## src/rtl/ped_request_unit.sv

```systemverilog
// Pedestrian push-button front end: synchronizes and debounces the raw button,
// counts presses and runs the request/serve/lockout handshake with the light controller.
module ped_request_unit #(
    parameter int unsigned DEBOUNCE_CYC = 4,
    parameter int unsigned LOCKOUT_CYC  = 20
) (
    input  logic       clk,
    input  logic       reset,
    input  logic       btn_raw,
    input  logic       walk_ack,
    output logic       ped_req,
    output logic       btn_clean,
    output logic       lock_busy,
    output logic [7:0] press_cnt
);

    localparam int unsigned DEB_W  = $clog2(DEBOUNCE_CYC) + 1;
    localparam int unsigned LOCK_W = $clog2(LOCKOUT_CYC) + 1;
    localparam int unsigned CNT_W  = 8;

    localparam logic [DEB_W-1:0]  DEB_LAST  = DEB_W'(DEBOUNCE_CYC - 1);
    localparam logic [LOCK_W-1:0] LOCK_LAST = LOCK_W'(LOCKOUT_CYC - 1);
    localparam logic [CNT_W-1:0]  CNT_MAX   = '1;

    localparam logic [1:0] ST_IDLE    = 2'd0;
    localparam logic [1:0] ST_REQ     = 2'd1;
    localparam logic [1:0] ST_SERVE   = 2'd2;
    localparam logic [1:0] ST_LOCKOUT = 2'd3;

    logic              sync1_q;
    logic              sync2_q;
    logic              clean_q;
    logic              clean_d;
    logic              clean_prev_q;
    logic [DEB_W-1:0]  deb_cnt_q;
    logic [DEB_W-1:0]  deb_cnt_d;
    logic [1:0]        state_q;
    logic [1:0]        state_d;
    logic [LOCK_W-1:0] lock_cnt_q;
    logic [LOCK_W-1:0] lock_cnt_d;
    logic              ped_req_q;
    logic              ped_req_d;
    logic              lock_busy_q;
    logic              lock_busy_d;
    logic [CNT_W-1:0]  press_cnt_q;
    logic [CNT_W-1:0]  press_cnt_d;
    logic              press_c;

    // A press is the rising edge of the debounced level only.
    assign press_c = clean_q & ~clean_prev_q;

    // Debounce: count consecutive cycles where the synchronized level disagrees.
    always_comb begin
        deb_cnt_d = '0;
        clean_d   = clean_q;
        if (sync2_q != clean_q) begin
            if (deb_cnt_q == DEB_LAST) begin
                clean_d = ~clean_q;
            end else begin
                deb_cnt_d = deb_cnt_q + DEB_W'(1);
            end
        end
    end

    always_comb begin
        press_cnt_d = press_cnt_q;
        if (press_c && (press_cnt_q != CNT_MAX)) begin
            press_cnt_d = press_cnt_q + CNT_W'(1);
        end
    end

    // Request handshake; outputs are decoded from the next state so they register with it.
    always_comb begin
        state_d     = state_q;
        lock_cnt_d  = lock_cnt_q;
        ped_req_d   = 1'b0;
        lock_busy_d = 1'b0;
        case (state_q)
            ST_IDLE: begin
                if (press_c) begin
                    state_d = ST_REQ;
                end
            end
            ST_REQ: begin
                if (walk_ack) begin
                    state_d = ST_SERVE;
                end
            end
            ST_SERVE: begin
                if (!walk_ack) begin
                    state_d    = ST_LOCKOUT;
                    lock_cnt_d = '0;
                end
            end
            ST_LOCKOUT: begin
                if (lock_cnt_q == LOCK_LAST) begin
                    state_d    = ST_IDLE;
                    lock_cnt_d = '0;
                end else begin
                    lock_cnt_d = lock_cnt_q + LOCK_W'(1);
                end
            end
            default: begin
                state_d    = ST_IDLE;
                lock_cnt_d = '0;
            end
        endcase
        ped_req_d   = (state_d == ST_REQ);
        lock_busy_d = (state_d == ST_SERVE) || (state_d == ST_LOCKOUT);
    end

    always_ff @(posedge clk) begin
        if (!reset) begin
            sync1_q      <= 1'b0;
            sync2_q      <= 1'b0;
            clean_q      <= 1'b0;
            clean_prev_q <= 1'b0;
            deb_cnt_q    <= '0;
            press_cnt_q  <= '0;
        end else begin
            sync1_q      <= btn_raw;
            sync2_q      <= sync1_q;
            clean_q      <= clean_d;
            clean_prev_q <= clean_q;
            deb_cnt_q    <= deb_cnt_d;
            press_cnt_q  <= press_cnt_d;
        end
    end

    always_ff @(posedge clk) begin
        if (!reset) begin
            state_q     <= ST_IDLE;
            lock_cnt_q  <= '0;
            ped_req_q   <= 1'b0;
            lock_busy_q <= 1'b0;
        end else begin
            state_q     <= state_d;
            lock_cnt_q  <= lock_cnt_d;
            ped_req_q   <= ped_req_d;
            lock_busy_q <= lock_busy_d;
        end
    end

    assign ped_req   = ped_req_q;
    assign btn_clean = clean_q;
    assign lock_busy = lock_busy_q;
    assign press_cnt = press_cnt_q;

endmodule

```

## config.mk

```make
export PLATFORM = sky130hd
export DESIGN_NAME = ped_request_unit
export DESIGN_NICKNAME = d
export VERILOG_FILES = /design/src/rtl/ped_request_unit.sv
export SDC_FILE = /design/constraint.sdc
export NUM_CORES = 1
export LEC_CHECK = 0
export BUFFER_PORTS_ARGS = -buffer_cell sky130_fd_sc_hd__buf_4
export CAP_MARGIN = 25
export CORE_MARGIN = 5
export CORE_UTILIZATION = 50
export CTS_BUF_LIST = sky130_fd_sc_hd__clkbuf_8
export DETAILED_ROUTE_END_ITERATION = 6
export PLACE_DENSITY = 0.75
export SYNTH_ARGS = -nofsm -noshare
export SYNTH_HDL_FRONTEND = slang
export SYNTH_SLANG_ARGS = --single-unit
```

## constraint.sdc

```tcl
create_clock -name clk -period 1.2 [get_ports clk]
set_input_delay 0.18 -clock clk [delete_from_list [all_inputs] [get_ports clk]]
set_output_delay 0.18 -clock clk [all_outputs]
set_load 0.005 [all_outputs]
```

Word-level counts from Yosys, hierarchy flattened
Index checks and enable logic that the tools add are counted.
{"block": "word_totals", "word_cells": 44, "inputBits": 4, "register_bits": 25, "output_inout_bits": 11}
{"block": "classes", "n_addsub": 3, "n_reduce_logical": 7, "bitwise": 5, "mux": 8, "n_eq_ne": 11}
{"operator": "2-to-1 mux 6 bit", "n": 2}
{"operator": "case mux 6 bit (2 select lines)", "n": 1}
{"operator": "adder 8 x 1 -> 8 bit, second input constant", "n": 1}
{"operator": "== test 2 bit, second input constant", "n": 4}
{"operator": "2-to-1 mux 2 bit", "n": 4}
{"operator": "inequality test 8 bit, second input constant", "n": 1}
{"operator": "case mux 2 bit (4 select lines)", "n": 1}
{"operator": "adder 6 x 1 -> 6 bit, second input constant", "n": 1}
{"operator": "== test 6 x 5 -> 1 bit, second input constant", "n": 1}
{"operator": "== test 2 x 1 -> 1 bit, second input constant", "n": 2}
{"operator": "NOT 1 bit", "n": 4}
{"operator": "AND reduction 2 bit", "n": 2}
{"operator": "adder 3 x 1 -> 3 bit, second input constant", "n": 1}
{"operator": "== test 3 x 2 -> 1 bit, second input constant", "n": 1}
{"operator": "OR reduction 3 bit", "n": 1}
{"operator": "zero test 2 bit", "n": 1}
{"operator": "inequality test 2 bit, second input constant", "n": 1}
{"operator": "nonzero test 2 bit", "n": 1}
{"operator": "bitwise AND 1 bit", "n": 1}
{"operator": "logical AND 1 bit", "n": 1}
{"operator": "logical OR 1 bit", "n": 1}
{"operator": "inequality test 1 bit", "n": 1}

Logic depth before layout (Yosys ltp)
Gate-level depths: netlist (run 1).
{"block": "depth", "word_depth": 6, "mapped_depth": 5, "ltp_nobuf": 5}

Worst setup path after synthesis (run 1)
OpenSTA, ideal clock, no wires.
{"block": "synth_timing", "path_type": "register to register", "startpoint": "register press_cnt_q[0] (netlist: press_cnt[0])", "endpoint": "register press_cnt_q[5] (netlist: press_cnt[5])", "arrival_time_ps": 1292, "synth_period_minus_slack_ps": 1362, "t_required_ps": 1129, "path_buffers": 0, "path_stages_with_launch": 6, "setup_slack_ps": -162, "setup_time_ps": 71, "cell_sequence": "dfxtp_1 > ha_1 > nand3_1 > nor2_1 > or4_1 > a21oi_1"}
{"block": "synth_via", "elab_chain_len": 2, "elab_cells_between_ends": 3, "cone_classes": "1 x add/sub; 1 x eq/ne; 1 x reduce/logical"}
{"item": "start: declaration", "line": "45", "text": "logic [CNT_W-1:0] press_cnt_q;"}
{"item": "start signal: assignment", "line": "126", "text": "press_cnt_q <= press_cnt_d;"}
{"item": "parallel branches: the longest is 2 deep, another holds adder 8 x 1 -> 8 bit"}
Parallel ways; which one is timed is not known.
A chain may end at the register's enable or synchronous reset.

Final worst setup path (run 1)
{"block": "layout_timing", "startpoint": "register press_cnt_q[2] (netlist: press_cnt[2])", "endpoint": "register press_cnt_q[0] (netlist: press_cnt[0])"}
{"block": "layout_via", "elab_chain_len": 2}
{"item": "inequality test 8 bit", "line": "67", "text": "if (press_c && (press_cnt_q != CNT_MAX)) begin"}
{"item": "logical AND 1 bit", "line": "67"}
Every way passes these cells.

==> out/metrics.cfg, run 1 <==
[global_route]
grt_max_degree = 15
grt_pass1_wl_mm = 4.83
grt_pass1_vias = 1077
grt_usage_pct = 19.4
gr-total-overflow = 0
antenna_found_initial = 0

[sta]
rsz0062_at_grt = yes
fin_crit_ns = 1.40
final_max_slew_viol_count = 0
post-route-period-util_pct = 117
hold-worst-slack_ns = 0.130
finalHoldViolations = 0
setup_violations = 10
relSlewSlack_pct = 74.1
fmax_ghz = 0.713
worst_pin_slew_ns = 0.383
fin_skew_ns = 0.00422
fin_ws_ns = -0.202
setup-tns-final_ns = -0.882

[power]
cellLeakagePower_nw = 0.633
p_int_mw = 1.10
p_comb_share_pct = 3.2
ir_drop_v = 0.000714
swShare_pct = 19.8
seq_power_share_pct = 57.7
clockPowerShare_pct = 39.0
p_switching_uw = 273
p_per_area_mw_per_mm2 = 862

[detailed_routing]
highest_layer = met4
firstDrtPassIters = 4
drt-initial-drc-count = 37
wl_met3_um = 117
route.vias.total = 1098
wl_per_cell_um = 17.3
antenna_left = 0
drc = 0
wl_met2_mm = 1.75
vias_per_cell = 5.87
wirelength_mm = 3.23
wl_met1_mm = 1.22

[clocking]
htree_levels = 1
numCtsBuffers = 3
cts_tree = built
clockBufferDepth = 2
cts.sinks = 24
clkLatencyLatePin_ns = 0.26
clk_pin_slew_ns = 0.08
cts-root-buf = clkbuf_8
cts_hold_buf = 0

[place]
io_buffers = 14
place_congestion = 0.869
pre_cts_slack_ns = -0.0883
dp_hpwl_mm = 1.90

[worst_setup_path]
cpLargestDelayFamily = flip-flops
cp.required_ns = 1.35
startpoint_type = flip-flop
crit_fanout = 5
crit_arrival_ns = 1.55
crit_type = reg -> reg
endpoint_kind = flip-flop
cp_num_buf_inv = 0
path_cells = nand4_1 -> o21bai_1 -> xor2_1 -> nor2_1
cpPeakStageDelay_ns = 0.42
slowest_stage = dfxtp_1

[synth]
synth_cell_types = 36
syn-num-nets = 129
yosysWarnings = 0
synth_xor_xnor_area_share_pct = 1.64
synth_top_family_by_area = simple AND/OR/NAND/NOR gates
netlist_area_mm2 = 0.00107
synth.area.top_cells = dfxtp_1 45%, nor2_1 5.3%, ha_1 4.7%
synth_compound_area_share_pct = 14.0
postSynthCellCount = 121
ys_ff_latch = 24
synth_top_cell_by_area = dfxtp_1
syn_area_per_cell_um2 = 8.81
yosys.area_share.simple_pct = 29.0
synth.yosys.seq_area_share_pct = 45.1
yosysTopAreaCellShare_pct = 45.1
muxShareOfSynthArea_pct = 2.82
yosys.area_share.adder_pct = 4.69

[outcome]
violations = negative setup slack
outcome = complete, but fails checks

[floorplan]
boundaryPins = 15
die_w_um = 56.2
coreArea_mm2 = 0.00200
initial_core_util_pct = 53.2
dieArea_mm2 = 0.00316
rows = 16
die_y_um = 56.2

[cells_and_area]
syn2layout_area_growth_pct = 49.9
fillerInstances = 119
fin_util_pct = 79.8
diodes = 0
drive_gt1_share_pct = 47.5
nets = 169

[worst_hold_path]
hp-class = in -> reg

[run]
drv_cap = 0

==> timing repair <==
item,CTS,global route
setup buffers,2,1
pin swaps,5,2
gates resized for setup,17,23
endpoints found under the setup margin,13,18
==> stage by stage <==
| stage | instances | power, mW | instance area (um^2) |
|---|---|---|---|
| 4_1_cts | 186 | 1.38 | 1520 |
| 3_5_place_dp | 180 | 0.855 | 1380 |
| 6_report | 187 | 1.38 | 1600 |
| 3_3_place_gp | 180 | 0.853 | 1380 |
| 2_1_floorplan | 121 | 0.835 | 1100 |
| 5_1_grt | 187 | 1.42 | 1600 |
==> cell type report <==
| cell class | instances | area (um^2) | share of cell area [%] |
|---|---|---|---|
| multi-input combinational | 89 | 702 | 43.9 |
| timing repair buffer | 38 | 289 | 18.1 |
| sequential | 24 | 499 | 31.2 |
| inverter | 5 | 18.8 | 1.17 |
| tap | 27 | 33.8 | 2.11 |
| clock buffer | 4 | 55.1 | 3.45 |
==> cell usage after synthesis, drive strengths merged <==
| cell type | number |
|---|---|
| a21oi | 3 |
| a22oi | 1 |
| a31oi | 3 |
| a32oi | 1 |
| a41oi | 1 |
| and2 | 3 |
| and3 | 1 |
| and3b | 1 |
| clkbuf | 3 |
| dfxtp | 24 |
| ha | 4 |
| inv | 5 |
| mux2i | 3 |
| nand2 | 8 |
| nand2b | 3 |
| nand3 | 10 |
| nand4 | 4 |
| nand4b | 2 |
| nor2 | 15 |
| nor2b | 3 |
| nor3 | 1 |
| nor3b | 1 |
| o21ai | 6 |
| o21bai | 2 |
| o221a | 1 |
| o311ai | 1 |
| o31ai | 1 |
| o32ai | 1 |
| o41ai | 1 |
| or2 | 1 |
| or2b | 1 |
| or3 | 3 |
| or4 | 1 |
| xnor2 | 1 |
| xor2 | 1 |
==> cells in the final DEF, fill, tap and decap left out, types with 3 or more instances in the layout <==
| cell type | count |
|---|---|
| nand2b_1 | 3 |
| nand4_1 | 4 |
| ha_4 | 3 |
| inv_1 | 5 |
| dfxtp_2 | 6 |
| nor2_2 | 3 |
| nand3_1 | 6 |
| o21ai_1 | 3 |
| nand3_2 | 3 |
| dfxtp_4 | 3 |
| nand2_1 | 8 |
| dfxtp_1 | 15 |
| clkbuf_8 | 4 |
| a31oi_1 | 3 |
| buf_4 | 37 |
| and2_1 | 3 |
| mux2i_1 | 3 |
| nor2_1 | 10 |
==> logic make-up (layout without fill, tap and decap cells) <==
logic type / after synthesis / count (layout)
compound gates: 22 / 22
xor+xnor: 2 / 2
fa+ha+maj: 4 / 4
buf+inv: 8 / 47
flops: 24 / 24
mux: 3 / 3
simple gates: 58 / 58
==> routing by layer <==
layer	vias to the layer above	global-route usage (%)
li1	518	-
met1	525	20.4
met2	41	36.2
met3	14	3.02
met4	0	10.5
met5	-	0
==> worst paths after layout <==
path                                                start                         to  slack, ns  depth (start not counted)
worst max-delay path            press_cnt[2]$_SDFFE_PN0P_  press_cnt[0]$_SDFFE_PN0P_      -0.20                          4
worst min-delay path                              btn_raw         sync1_q$_SDFF_PN0_       0.13                          2
worst max register to register  press_cnt[2]$_SDFFE_PN0P_  press_cnt[0]$_SDFFE_PN0P_      -0.20                          4
worst min register to register         sync1_q$_SDFF_PN0_         sync2_q$_SDFF_PN0_       0.44                          1
==> power groups by stage <==
| stage | clock network, mW | logic (mW) | registers (mW) |
|---|---|---|---|
| after floorplan | 0 | 0.0174 | 0.818 |
| after CTS | 0.543 | 0.0402 | 0.797 |
| after global placement | 0 | 0.0353 | 0.818 |
| final | 0.538 | 0.0445 | 0.795 |
| after global routing | 0.574 | 0.0490 | 0.796 |
| after detailed placement | 0 | 0.0366 | 0.818 |
==> registers in the layout (all words and copies together), names as in the netlist <==
register / flops
lock_cnt_q: 6
deb_cnt_q: 3
sync2_q: 1
sync1_q: 1
state_q: 2
press_cnt: 8
btn_clean: 1
ped_req: 1
clean_prev_q: 1
(Power assumes the default switching activity.)
==> run 2, diff against run 1 <==
--- a/config.mk
+++ b/config.mk
@@ -11,7 +11,7 @@
 export CORE_UTILIZATION = 50
 export CTS_BUF_LIST = sky130_fd_sc_hd__clkbuf_8
 export DETAILED_ROUTE_END_ITERATION = 6
-export PLACE_DENSITY = 0.75
+export PLACE_DENSITY = 0.72
 export SYNTH_ARGS = -nofsm -noshare
 export SYNTH_HDL_FRONTEND = slang
 export SYNTH_SLANG_ARGS = --single-unit
==> constraint.sdc (replaced) <==
create_clock -name clk -period 1.7 [get_ports clk]
set_input_delay 0.255 -clock clk [delete_from_list [all_inputs] [get_ports clk]]
set_output_delay 0.255 -clock clk [all_outputs]
set_load 0.05 [all_outputs]
==> out/metrics.cfg, run 2 (same netlist as run 1, synthesis figures left out) <==
[worst_hold_path]
min_to = sync1_q$_SDFF_PN0_  ; unchanged
whs_path_depth = 2  ; unchanged
worstHoldStart = btn_raw  ; unchanged
hp-class = in -> reg  ; unchanged

[place]
dp_hpwl_mm = 1.50  ; was 1.90 mm
pre_cts_slack_ns = 0.274  ; was -0.0883 ns
io_buffers = 14  ; unchanged
place_congestion = 0.809  ; was 0.869

[sta]
relSlewSlack_pct = 75.2  ; was 74.1%
setup-tns-final_ns = 0  ; was -0.882 ns
setup_violations = 0  ; was 10
finalHoldViolations = 0  ; unchanged
final_max_slew_viol_count = 0  ; unchanged
worst_pin_slew_ns = 0.371  ; was 0.383 ns
fin_skew_ns = 0.00221  ; was 0.00422 ns
fmax_ghz = 0.690  ; was 0.713 GHz
fin_crit_ns = 1.45  ; was 1.40 ns
post-route-period-util_pct = 85.2  ; was 117%
rsz0062_at_grt = no  ; was yes
fin_ws_ns = 0.252  ; was -0.202 ns

[floorplan]
rows = 16  ; unchanged
dieArea_mm2 = 0.00316  ; unchanged
die_y_um = 56.2  ; unchanged
coreArea_mm2 = 0.00200  ; unchanged
die_w_um = 56.2  ; unchanged
initial_core_util_pct = 53.2  ; unchanged
boundaryPins = 15  ; unchanged

[worst_setup_path]
rr_worst_depth = 5  ; was 4
endpoint_kind = flip-flop  ; unchanged
cp.required_ns = 1.90  ; was 1.35 ns
startpoint_type = flip-flop  ; unchanged
rrSetupSlack_ns = 0.25  ; was -0.20 ns
crit_arrival_ns = 1.65  ; was 1.55 ns
r2r-end = press_cnt[5]$_SDFFE_PN0P_  ; was press_cnt[0]$_SDFFE_PN0P_
crit_type = reg -> reg  ; unchanged
crit_fanout = 4  ; was 5
r2r_start = press_cnt[0]$_SDFFE_PN0P_  ; was press_cnt[2]$_SDFFE_PN0P_

[run]
drv_cap = 0  ; unchanged

[global_route]
grt_pass1_wl_mm = 3.70  ; was 4.83 mm
antenna_found_initial = 0  ; unchanged
grt_max_degree = 16  ; was 15
gr-total-overflow = 0  ; unchanged
grt_pass1_vias = 884  ; was 1077
grt_usage_pct = 14.4  ; was 19.4%

[detailed_routing]
vias_per_cell = 5.90  ; was 5.87
drc = 0  ; unchanged
route.vias.total = 967  ; was 1098
drt-initial-drc-count = 25  ; was 37
firstDrtPassIters = 4  ; unchanged
wirelength_mm = 2.16  ; was 3.23 mm
wl_per_cell_um = 13.2  ; was 17.3 um
antenna_left = 0  ; unchanged

[power]
ir_drop_v = 0.000482  ; was 0.000714 V
p_per_area_mw_per_mm2 = 774  ; was 862 mW/mm^2
cellLeakagePower_nw = 0.491  ; was 0.633 nW

[cells_and_area]
final_cell_mix = 24 x dfxtp_1, 15 x nor2_1, 15 x buf_4  ; was 37 x buf_4, 15 x dfxtp_1, 10 x nor2_1
register_area_um2 = 480  ; was 499 um^2
largest_reg_flops = 8  ; unchanged
drive_gt1_share_pct = 16.1  ; was 47.5%
multiInputGateArea_um2 = 556  ; was 702 um^2
final_common_cell = dfxtp_1  ; was buf_4
fillerInstances = 197  ; was 119
syn2layout_area_growth_pct = 17.8  ; was 49.9%
nets = 146  ; was 169
diodes = 0  ; unchanged
fin_util_pct = 62.7  ; was 79.8%

[clocking]
postCtsResizedCells = 0  ; was 17
htree_levels = 1  ; unchanged
cts.sinks = 24  ; unchanged
postCtsSetupBuffers = 0  ; was 2
clk_pin_slew_ns = 0.08  ; about the same
cts-root-buf = clkbuf_8  ; unchanged
clkLatencyLatePin_ns = 0.27  ; was 0.26 ns
numCtsBuffers = 3  ; unchanged
cts_hold_buf = 0  ; unchanged
clockBufferDepth = 2  ; unchanged
cts_tree = built  ; unchanged

[outcome]
outcome = finished, final reports clean  ; was complete, but fails checks

run 2: changes by cell type in the layout (fill, tap and decap cells not counted), moves of 4 or more:
cell and change:
dfxtp_2 -6, nor2_1 +5, ha_1 +4, o21ai_0 +4, nand3_1 +4, buf_4 -22, dfxtp_1 +9
run 2: power breakdown:
group	total [mW]	switching, mW	internal (mW)
Sequential	0.566	0.00117	0.564
Combinational	0.0218	0.0136	0.00820
Clock	0.385	0.178	0.207
Total	0.972	0.193	0.779
run 2: per-layer routing:
layer / global-route usage (%) / vias up / wire length (um)
met5: 0 / - / 0
li1: - / 471 / -
met3: 2.55 / 5 / 115
met4: 7.12 / 0 / 38
met2: 23.0 / 31 / 1020
met1: 18.4 / 460 / 992
run 2: per-stage QoR:
stage / power [mW] / hold slack, ns / std cells / instance area [um^2]
finish: 0.972 / 0.193 / 164 / 1260
global route: 1.01 / 0.191 / 164 / 1260
CTS: 0.985 / 0.190 / 164 / 1260
detailed placement: 0.601 / 0.417 / 160 / 1200
global placement: 0.600 / 0.407 / 160 / 1200
floorplan: 0.590 / 0.382 / 121 / 1070
run 2: area by class of cell:
cell class	count	area share, %
multi-input combinational	89	44.2
clock buffer	4	4.38
inverter	5	1.49
timing repair buffer	15	8.96
tap	27	2.69
sequential	24	38.2
run 2: worst max path at each step:
stage	from	to	slack (ns)	cells past startpoint
after floorplan	btn_clean$_SDFFE_PN0P_	press_cnt[5]$_SDFFE_PN0P_	0.07	3
after global placement	press_cnt[0]$_SDFFE_PN0P_	press_cnt[5]$_SDFFE_PN0P_	0.32	5
after detailed placement	press_cnt[0]$_SDFFE_PN0P_	press_cnt[5]$_SDFFE_PN0P_	0.27	5
after CTS	press_cnt[0]$_SDFFE_PN0P_	press_cnt[5]$_SDFFE_PN0P_	0.25	5
after global routing	press_cnt[0]$_SDFFE_PN0P_	press_cnt[5]$_SDFFE_PN0P_	0.15	5
final	press_cnt[0]$_SDFFE_PN0P_	press_cnt[5]$_SDFFE_PN0P_	0.25	5
run 2: worst max-delay path, stage by stage, from the launching register on:
cell	delay (ns)
dfxtp_1	0.36
ha_1	0.23
nand3_1	0.10
nor2_1	0.07
or4_1	0.47
a21oi_1	0.14
